**config.mk**
```make
export PLATFORM = sky130hd
export DESIGN_NAME = ws2812b_frame_streamer_flat
export DESIGN_NICKNAME = d
export VERILOG_FILES = /design/src/rtl/ws2812b_frame_streamer_if.sv /design/src/rtl/ws2812b_frame_streamer.sv /design/src/flat_wrapper.sv
export SDC_FILE = /design/constraint.sdc
export NUM_CORES = 1
export LEC_CHECK = 0
export BUFFER_PORTS_ARGS = -buffer_cell sky130_fd_sc_hd__buf_4
export CORE_MARGIN = 3
export CORE_UTILIZATION = 46
export DETAILED_ROUTE_END_ITERATION = 6
export GPL_TIMING_DRIVEN = 0
export HOLD_SLACK_MARGIN = 0.08
export PLACE_DENSITY = 0.65
export SLEW_MARGIN = 20
export SYNTH_ARGS = -nofsm -noshare
export SYNTH_HDL_FRONTEND = slang
export SYNTH_SLANG_ARGS = --single-unit
```
**constraint.sdc**
```tcl
create_clock -name clk -period 3.4 [get_ports clk]
set_clock_uncertainty 0.1 [all_clocks]
set_input_delay 0.17 -clock clk [delete_from_list [all_inputs] [get_ports clk]]
set_output_delay 0.17 -clock clk [all_outputs]
set_load 0.1 [all_outputs]
```
**src/rtl/ws2812b_frame_streamer_if.sv**
```systemverilog
// ---------------------------------------------------------------------------
// ws2812b_frame_streamer_if
//   Word handshake between the frame streamer and the WS2812B serializer.
//
//   bitstream_available : streamer -> serializer, bitstream holds a valid,
//                         not yet consumed GRB word
//   bitstream[23:0]     : streamer -> serializer, GRB word, bit 23 sent first
//   bitstream_read      : serializer -> streamer, one-cycle "word taken" pulse
//
//   master : streamer side
//   slave  : serializer side
// ---------------------------------------------------------------------------
interface ws2812b_frame_streamer_if;
  logic        bitstream_available;
  logic [23:0] bitstream;
  logic        bitstream_read;

  modport master (
    output bitstream_available,
    output bitstream,
    input  bitstream_read
  );

  modport slave (
    input  bitstream_available,
    input  bitstream,
    output bitstream_read
  );
endinterface

```
**src/rtl/ws2812b_frame_streamer.sv**
```systemverilog
// ---------------------------------------------------------------------------
// ws2812b_frame_streamer
//   Frame store plus sequencer feeding the WS2812B serializer. Holds one
//   24-bit GRB word per LED and, on each accepted frame tick, streams all
//   words in LED order over the available/read handshake.
//
// Ports:
//   clk           : system clock
//   resetn        : synchronous active-low reset (frame memory not cleared)
//   wr_en_i       : write strobe, one word per cycle
//   wr_addr_i     : LED index to write; indices >= LEDCOUNT are ignored
//   wr_data_i     : GRB word ([23:16] G, [15:8] R, [7:0] B)
//   frame_tick_i  : one-cycle request to stream a frame
//   stream_if     : word handshake to the serializer (master side)
//   busy_o        : high from frame start until the last word is consumed
//   frame_done_o  : one-cycle pulse after the last word is consumed
//   overrun_o     : one-cycle pulse when a frame tick is dropped
//
// Optional build macro:
//   WS2812B_FRAME_STREAMER_DOUBLE_BUFFER_EN - two memory banks; writes go to
//   the back bank, streaming reads the front bank, banks swap on an accepted
//   frame tick. Without it a single bank is used and mid-frame writes may
//   show up in words not yet fetched.
// ---------------------------------------------------------------------------
module ws2812b_frame_streamer #(
  parameter int LEDCOUNT   = 36,
  parameter int ADDR_WIDTH = 6
) (
  input  logic                  clk,
  input  logic                  resetn,
  input  logic                  wr_en_i,
  input  logic [ADDR_WIDTH-1:0] wr_addr_i,
  input  logic [23:0]           wr_data_i,
  input  logic                  frame_tick_i,
  ws2812b_frame_streamer_if.master stream_if,
  output logic                  busy_o,
  output logic                  frame_done_o,
  output logic                  overrun_o
);

  typedef enum logic [1:0] {IDLE, FETCH, LOAD, PRESENT} state_e;

  // One extra bit so LEDCOUNT == 2**ADDR_WIDTH still compares correctly.
  localparam logic [ADDR_WIDTH:0]   LED_COUNT_W = (ADDR_WIDTH+1)'(LEDCOUNT);
  localparam logic [ADDR_WIDTH-1:0] LAST_IDX    = ADDR_WIDTH'(LEDCOUNT - 1);

  state_e                state_q, state_d;
  logic [ADDR_WIDTH-1:0] index_q, index_d;
  logic [23:0]           bitstream_q, bitstream_d;
  logic                  frame_done_q, frame_done_d;
  logic                  overrun_q, overrun_d;
  logic                  tick_accept;
  logic                  wr_ok;
  logic [23:0]           rd_data_q;

  assign wr_ok = wr_en_i && ({1'b0, wr_addr_i} < LED_COUNT_W);

  // -------------------------------------------------------------------------
  // Frame memory: registered read of the current index every cycle, so the
  // word read during FETCH is ready in LOAD. A same-edge write to the same
  // address is not seen by that read (old data returned).
  // -------------------------------------------------------------------------
`ifdef WS2812B_FRAME_STREAMER_DOUBLE_BUFFER_EN
  logic [23:0] mem_q [2][LEDCOUNT];
  logic        front_q, front_d;

  always_ff @(posedge clk) begin
    if (wr_ok) begin
      mem_q[~front_q][wr_addr_i] <= wr_data_i;
    end
    rd_data_q <= mem_q[front_q][index_q];
  end
`else
  logic [23:0] mem_q [LEDCOUNT];

  always_ff @(posedge clk) begin
    if (wr_ok) begin
      mem_q[wr_addr_i] <= wr_data_i;
    end
    rd_data_q <= mem_q[index_q];
  end
`endif

  // -------------------------------------------------------------------------
  // State register
  // -------------------------------------------------------------------------
  always_ff @(posedge clk) begin
    if (!resetn) begin
      state_q      <= IDLE;
      index_q      <= '0;
      bitstream_q  <= '0;
      frame_done_q <= 1'b0;
      overrun_q    <= 1'b0;
`ifdef WS2812B_FRAME_STREAMER_DOUBLE_BUFFER_EN
      front_q      <= 1'b0;
`endif
    end else begin
      state_q      <= state_d;
      index_q      <= index_d;
      bitstream_q  <= bitstream_d;
      frame_done_q <= frame_done_d;
      overrun_q    <= overrun_d;
`ifdef WS2812B_FRAME_STREAMER_DOUBLE_BUFFER_EN
      front_q      <= front_d;
`endif
    end
  end

  // -------------------------------------------------------------------------
  // Next-state logic
  // -------------------------------------------------------------------------
  always_comb begin
    state_d      = state_q;
    index_d      = index_q;
    bitstream_d  = bitstream_q;
    frame_done_d = 1'b0;
`ifdef WS2812B_FRAME_STREAMER_DOUBLE_BUFFER_EN
    front_d      = front_q;
`endif
    // The cycle frame_done is high still belongs to the finished frame, so a
    // tick landing there is treated as arriving while busy.
    tick_accept  = frame_tick_i && (state_q == IDLE) && !frame_done_q;
    overrun_d    = frame_tick_i && !tick_accept;

    case (state_q)
      IDLE: begin
        if (tick_accept) begin
          state_d = FETCH;
          index_d = '0;
`ifdef WS2812B_FRAME_STREAMER_DOUBLE_BUFFER_EN
          front_d = ~front_q;
`endif
        end
      end
      FETCH: begin
        state_d = LOAD;
      end
      LOAD: begin
        bitstream_d = rd_data_q;
        state_d     = PRESENT;
      end
      PRESENT: begin
        if (stream_if.bitstream_read) begin
          if (index_q == LAST_IDX) begin
            state_d      = IDLE;
            frame_done_d = 1'b1;
          end else begin
            index_d = index_q + ADDR_WIDTH'(1);
            state_d = FETCH;
          end
        end
      end
      default: begin
        state_d = IDLE;
      end
    endcase
  end

  // -------------------------------------------------------------------------
  // Outputs
  // -------------------------------------------------------------------------
  always_comb begin
    stream_if.bitstream_available = (state_q == PRESENT);
    stream_if.bitstream           = bitstream_q;
    busy_o                        = (state_q != IDLE);
    frame_done_o                  = frame_done_q;
    overrun_o                     = overrun_q;
  end

endmodule

```
**src/flat_wrapper.sv**
```systemverilog
// flat-port wrapper written by rule: the top's interface ports become plain ports
module ws2812b_frame_streamer_flat 
#(
  parameter int LEDCOUNT   = 36,
  parameter int ADDR_WIDTH = 6
)
  (clk, resetn, wr_en_i, wr_addr_i, wr_data_i, frame_tick_i, busy_o, frame_done_o, overrun_o, stream_if_bitstream_available, stream_if_bitstream, stream_if_bitstream_read);
  ws2812b_frame_streamer_if stream_if_i ();
  input  logic clk;
  input  logic resetn;
  input  logic wr_en_i;
  input  logic [ADDR_WIDTH-1:0] wr_addr_i;
  input  logic [23:0] wr_data_i;
  input  logic frame_tick_i;
  output logic busy_o;
  output logic frame_done_o;
  output logic overrun_o;
  output wire logic [$bits(stream_if_i.bitstream_available)-1:0] stream_if_bitstream_available;
  output wire logic [$bits(stream_if_i.bitstream)-1:0] stream_if_bitstream;
  input wire logic [$bits(stream_if_i.bitstream_read)-1:0] stream_if_bitstream_read;
  assign stream_if_bitstream_available = stream_if_i.bitstream_available;
  assign stream_if_bitstream = stream_if_i.bitstream;
  assign stream_if_i.bitstream_read = stream_if_bitstream_read;
  ws2812b_frame_streamer #(.LEDCOUNT(LEDCOUNT), .ADDR_WIDTH(ADDR_WIDTH)) u_core (.clk(clk), .resetn(resetn), .wr_en_i(wr_en_i), .wr_addr_i(wr_addr_i), .wr_data_i(wr_data_i), .frame_tick_i(frame_tick_i), .stream_if(stream_if_i), .busy_o(busy_o), .frame_done_o(frame_done_o), .overrun_o(overrun_o));
endmodule
```
# ---- Word level (Yosys, flattened, before mapping)
# Memory sizes are Yosys's and may differ from the RTL's. A register that Yosys moved wholly into a read port is not among the register bits.
# Index checks and enable logic that the tools add are counted.
dict set report op_classes {
  add_sub_neg 1
  multipliers 0
  div_mod_pow 0
  n_lt_le_gt_ge 1
  n_eq_ne 7
  shift 0
  mux 11
  bitwise 0
  reduce_logical 12
}
# operator n
set ops {}
lappend ops {{6-bit 2-to-1 mux} 3}
lappend ops {{6-bit case mux with 2 select lines} 1}
lappend ops {{2-bit case mux with 4 select lines} 1}
lappend ops {{6-bit by 1-bit adder with 6-bit output (second input constant)} 1}
lappend ops {{6-bit equality test (second input constant)} 1}
lappend ops {{6-bit < comparator (second input constant)} 1}
lappend ops {{2-bit equality test (second input constant)} 2}
lappend ops {{1-bit logical AND} 4}
lappend ops {{1-bit 2-to-1 mux} 4}
lappend ops {{2-bit 2-to-1 mux} 2}
lappend ops {{2-bit by 1-bit != test with 1-bit output (second input constant)} 2}
lappend ops {{4-bit AND reduction} 1}
lappend ops {{2-bit nonzero test} 2}
lappend ops {{3-bit AND reduction} 1}
lappend ops {{2-bit by 1-bit equality test with 1-bit output (second input constant)} 1}
lappend ops {{1-bit logical NOT} 2}
lappend ops {{2-bit logical NOT} 1}
lappend ops {{2-bit != test (second input constant)} 1}
lappend ops {{2-bit AND reduction} 1}
dict set report word_totals {
  reg_bits 34
  latch_bits 0
  ram_bits 864
  romBits 0
  output_inout_bits 28
  memories 1
}
# name words word_bits read_ports rd_clocked_by_memory_dff wr line_no
set memory_table {}
lappend memory_table {u_core.mem_q 36 24 1 1 1 ws2812b_frame_streamer.sv:74} ;# logic [23:0] mem_q [LEDCOUNT];

# ---- Logic depth before layout (Yosys ltp)
dict set report depth {
  depth_word 5
  ltp_mapped 8
  ltp_nobuf 7
}

# ---- Worst setup path after synthesis
# OpenSTA, ideal clock, no wires.
dict set report synth_timing {
  kind {input -> register}
  startpoint {input wr_addr_i[2]}
  endpoint {memory u_core.mem_q[26][0], enable pin}
  setup_ps 405
  t_arrival_ps 1935
  required_time_ps 2895
  path_slack_ps 961
  cell_stages 5
  path_buffers 0
  path_cell_list {o31ai_1 -> nand2_1 -> nor2_1 -> nand3b_1 -> nor2_1}
}
dict set report synth_via {
  elab_chain_len 4
}
# item line_no
set synth_lines {}
lappend synth_lines {{start: declaration} flat_wrapper.sv:12} ;# input logic [ADDR_WIDTH-1:0] wr_addr_i;
lappend synth_lines {{6-bit < comparator} ws2812b_frame_streamer.sv:56} ;# assign wr_ok = wr_en_i && ({1'b0, wr_addr_i} < LED_COUNT_W);
lappend synth_lines {{1-bit logical AND} ws2812b_frame_streamer.sv:56}
lappend synth_lines {{1-bit 2-to-1 mux} ws2812b_frame_streamer.sv:77} ;# if (wr_ok) begin
lappend synth_lines {{1-bit 2-to-1 mux (implied by the code)} ws2812b_frame_streamer.sv:78} ;# mem_q[wr_addr_i] <= wr_data_i;
lappend synth_lines {{end: declaration} ws2812b_frame_streamer.sv:74}
# Parallel ways exist; a longest one is shown, timed or not.

==> results.py <==
metrics = {
    "outcome": {
        "outcome": "finished clean",
    },
    "timing": {
        "drv_slew": 0,
        "finalCriticalPeriod_ns": 3.34,
        "setup_viol": 0,
        "max_slew.worst_pin.slew_ns": 1.08,
        "final-hold-violation-count": 0,
        "whs_ns": 0.233,
        "fmax_mhz": 299,
        "max_slew_margin_pct": 27.8,
        "fin_ws_ns": 0.0609,
        "period_share_pct": 98.2,
    },
    "synthesis": {
        "yosysSeqAreaShare_pct": 77.6,
        "yosysTopAreaCell": "edfxtp_1",
        "synth_ff_type": "edfxtp_1",
        "synth_area_mm2": 0.0349,
        "yosysMostFrequentCell": "edfxtp_1",
        "synth_cells": 1591,
        "synth_area_leaders": "edfxtp_1 (74%), mux4_2 (14%), dfxtp_1 (3.3%)",
        "synthArstFlopShare_pct": 0,
        "synth.distinct_cells": 42,
        "synth_area_per_cell_um2": 22.0,
        "synth_nets": 1631,
        "ys_ff_latch": 922,
        "synth_top_area_share_pct": 74.3,
        "synth.top_cells.by_count": "edfxtp_1 (864), mux4_2 (221), mux2i_1 (64)",
        "synth_warnings": 0,
        "synth_edf_count": 864,
    },
    "clocking": {
        "cts_max_path_buffers": 3,
        "htreeDepth": 3,
        "cts_tree": "built",
        "cts_sinks": 922,
        "cts_buffers": 90,
        "cts_hold_buf": 27,
        "clk_pin_slew_ns": 0.06,
        "root_buffer": "clkbuf_16",
        "cts_setup_buffers": 0,
        "cts_resized": 0,
        "clk_latency_ns": 0.63,
    },
    "grt": {
        "use_met3_pct": 3.64,
        "grt_pass1_vias": 17364,
        "gr-usage-met2_pct": 33.8,
        "grt_use_met1_pct": 31.2,
        "grt_use_total_pct": 21.4,
        "busiest_layer": "met2",
        "grt_max_degree": 37,
        "antenna_found_initial": 4,
        "gr-total-overflow": 0,
        "grt_pass1_wl_um": 121000,
    },
    "detailed_routing": {
        "antenna_left": 0,
        "drt_wl_total_um": 83400,
        "avgRoutedWirePerCell_um": 29.3,
        "drt-pass1-iter-count": 5,
        "drtIter0Drc": 2202,
        "dr_total_vias": 17213,
        "viasPerCell": 6.04,
        "drc": 0,
    },
    "die": {
        "die_area_mm2": 0.0793,
        "start_util_pct": 46.7,
        "die_h_um": 282,
        "rows": 100,
        "core_mm2": 0.0748,
        "num_io_pins": 63,
        "die_x_um": 282,
    },
    "critical_path": {
        "max_stage_delay_ns": 0.54,
        "critPathMaxFanout": 10,
        "required_ns": 3.81,
        "cpMostUsedCell": "buf_2",
        "startpoint_type": "flop",
        "worstSetupEndpointType": "flop",
        "crit_slowest_cell": "dfxtp_1",
        "worstPathArrival_ns": 3.75,
        "path_cells": "buf_2 > buf_2 > buf_2 > mux2i_1 > o21ai_0 > o32a_1",
        "critical_path_class": "reg2reg",
    },
    "power": {
        "ir_worst_vdd_uv": 393,
        "p_leak_nw": 12.6,
        "power_per_cell_area_mw_per_mm2": 596,
    },
    "run": {
        "cap_violations": 0,
    },
    "place": {
        "gp_congestion": 0.845,
        "port_buffers": 62,
        "place_ws_ns": 0.107,
        "dpl-instance-area_mm2": 0.0379,
        "dp_hpwl_um": 55200,
    },
    "layout": {
        "final_nets": 1848,
        "drive_above_1_share_pct": 28.8,
        "syn_to_final_growth_pct": 17.4,
        "fin_area_mm2": 0.0410,
        "fin_util_pct": 54.8,
    },
    "min_path": {
        "hold_path_class": "in2reg",
    },
}
## critical path, delay by kind of cell, from the launching register on
kind / cells / cell delay (ns)
AOI/OAI and AO/OA: 2 / 0.67
DFF: 1 / 0.54
muxes: 1 / 0.54
buffers and inverters: 3 / 1.34
## path summary, 6_finish.rpt
check / from / endpoint / slack (ns) / cells past startpoint
worst min-delay path: frame_tick_i / u_core.overrun_o / 0.23 / 3
worst min register to register: u_core.rd_data_q[21] / u_core.stream_if.bitstream[21] / 0.39 / 2
worst max register to register: u_core.index_q[2] / u_core.rd_data_q[20] / 0.06 / 6
worst max-delay path: u_core.index_q[2] / u_core.rd_data_q[20] / 0.06 / 6
## cells in the final DEF (no fill, tap or decap), drive strengths merged, types with 2 or more instances in the layout
cell         instances
nand3                8
edfxtp             864
inv                  6
o22ai                3
nand2b               8
xor2                 2
dlygate4sd3         27
dfxtp               58
a22oi               24
nand3b               8
bufinv               8
a21boi              13
o21ai               28
o211ai               2
mux4               221
clkbuf             144
a221oi               4
a2111oi              3
clkinv              35
clkinvlp             4
a21oi               12
nor2b               35
and3                 6
ha                   5
nor2                56
nand2               41
o32a                12
mux2                 8
or3                  2
o221a                5
buf                152
mux2i               64
nor3                 5
## kinds of logic after synthesis
kind of cell | share of synthesized area [%]
compound gates | 2.24
xor+xnor | 0.0501
fa+ha+maj | 0.179
buf+inv | 1.22
flops | 77.6
mux | 16.3
simple gates | 2.40
## power breakdown
part | switching, W | total [W] | internal, W
sequential | 0.0000735 | 0.0126 | 0.0125
clock | 0.00407 | 0.00970 | 0.00563
combinational | 0.00140 | 0.00214 | 0.000740
total | 0.00554 | 0.0245 | 0.0189
## flip-flops by register name (all words and copies together), names as in the netlist
signal,count
u_core.stream_if.bitstream,24
u_core.rd_data_q,24
u_core.state_q,2
u_core.frame_done_o,1
u_core.overrun_o,1
u_core.mem_q,864
u_core.index_q,6
## area by class of cell
| class | instances | area, um^2 |
|---|---|---|
| clock buffers | 117 | 2430 |
| diodes | 1 | 2.50 |
| well taps | 969 | 1210 |
| inverters | 5 | 18.8 |
| repair buffers | 125 | 1710 |
| fillers | 5497 | 33800 |
| flip-flops and latches | 922 | 27100 |
| clock inverters | 48 | 444 |
| multi-input cells | 583 | 7680 |
| plain buffers | 81 | 407 |
## through the flow
| stage | std cells | power (W) | setup TNS [ns] |
|---|---|---|---|
| after floorplan | 1591 | 0.0143 | 0 |
| after global placement | 2622 | 0.0149 | -451.33 |
| after detailed placement | 2658 | 0.0150 | 0 |
| after CTS | 2850 | 0.0246 | 0 |
| after global routing | 2850 | 0.0252 | -0.00830 |
| final | 2851 | 0.0245 | 0 |
## per-layer routing
metal | share of wire [%] | wire length, um
met1 | 41 | 34400
met3 | 8.6 | 7180
met4 | 2.3 | 1920
met5 | 0 | 0
met2 | 48 | 39900
Power figures use the tool's default switching activity.
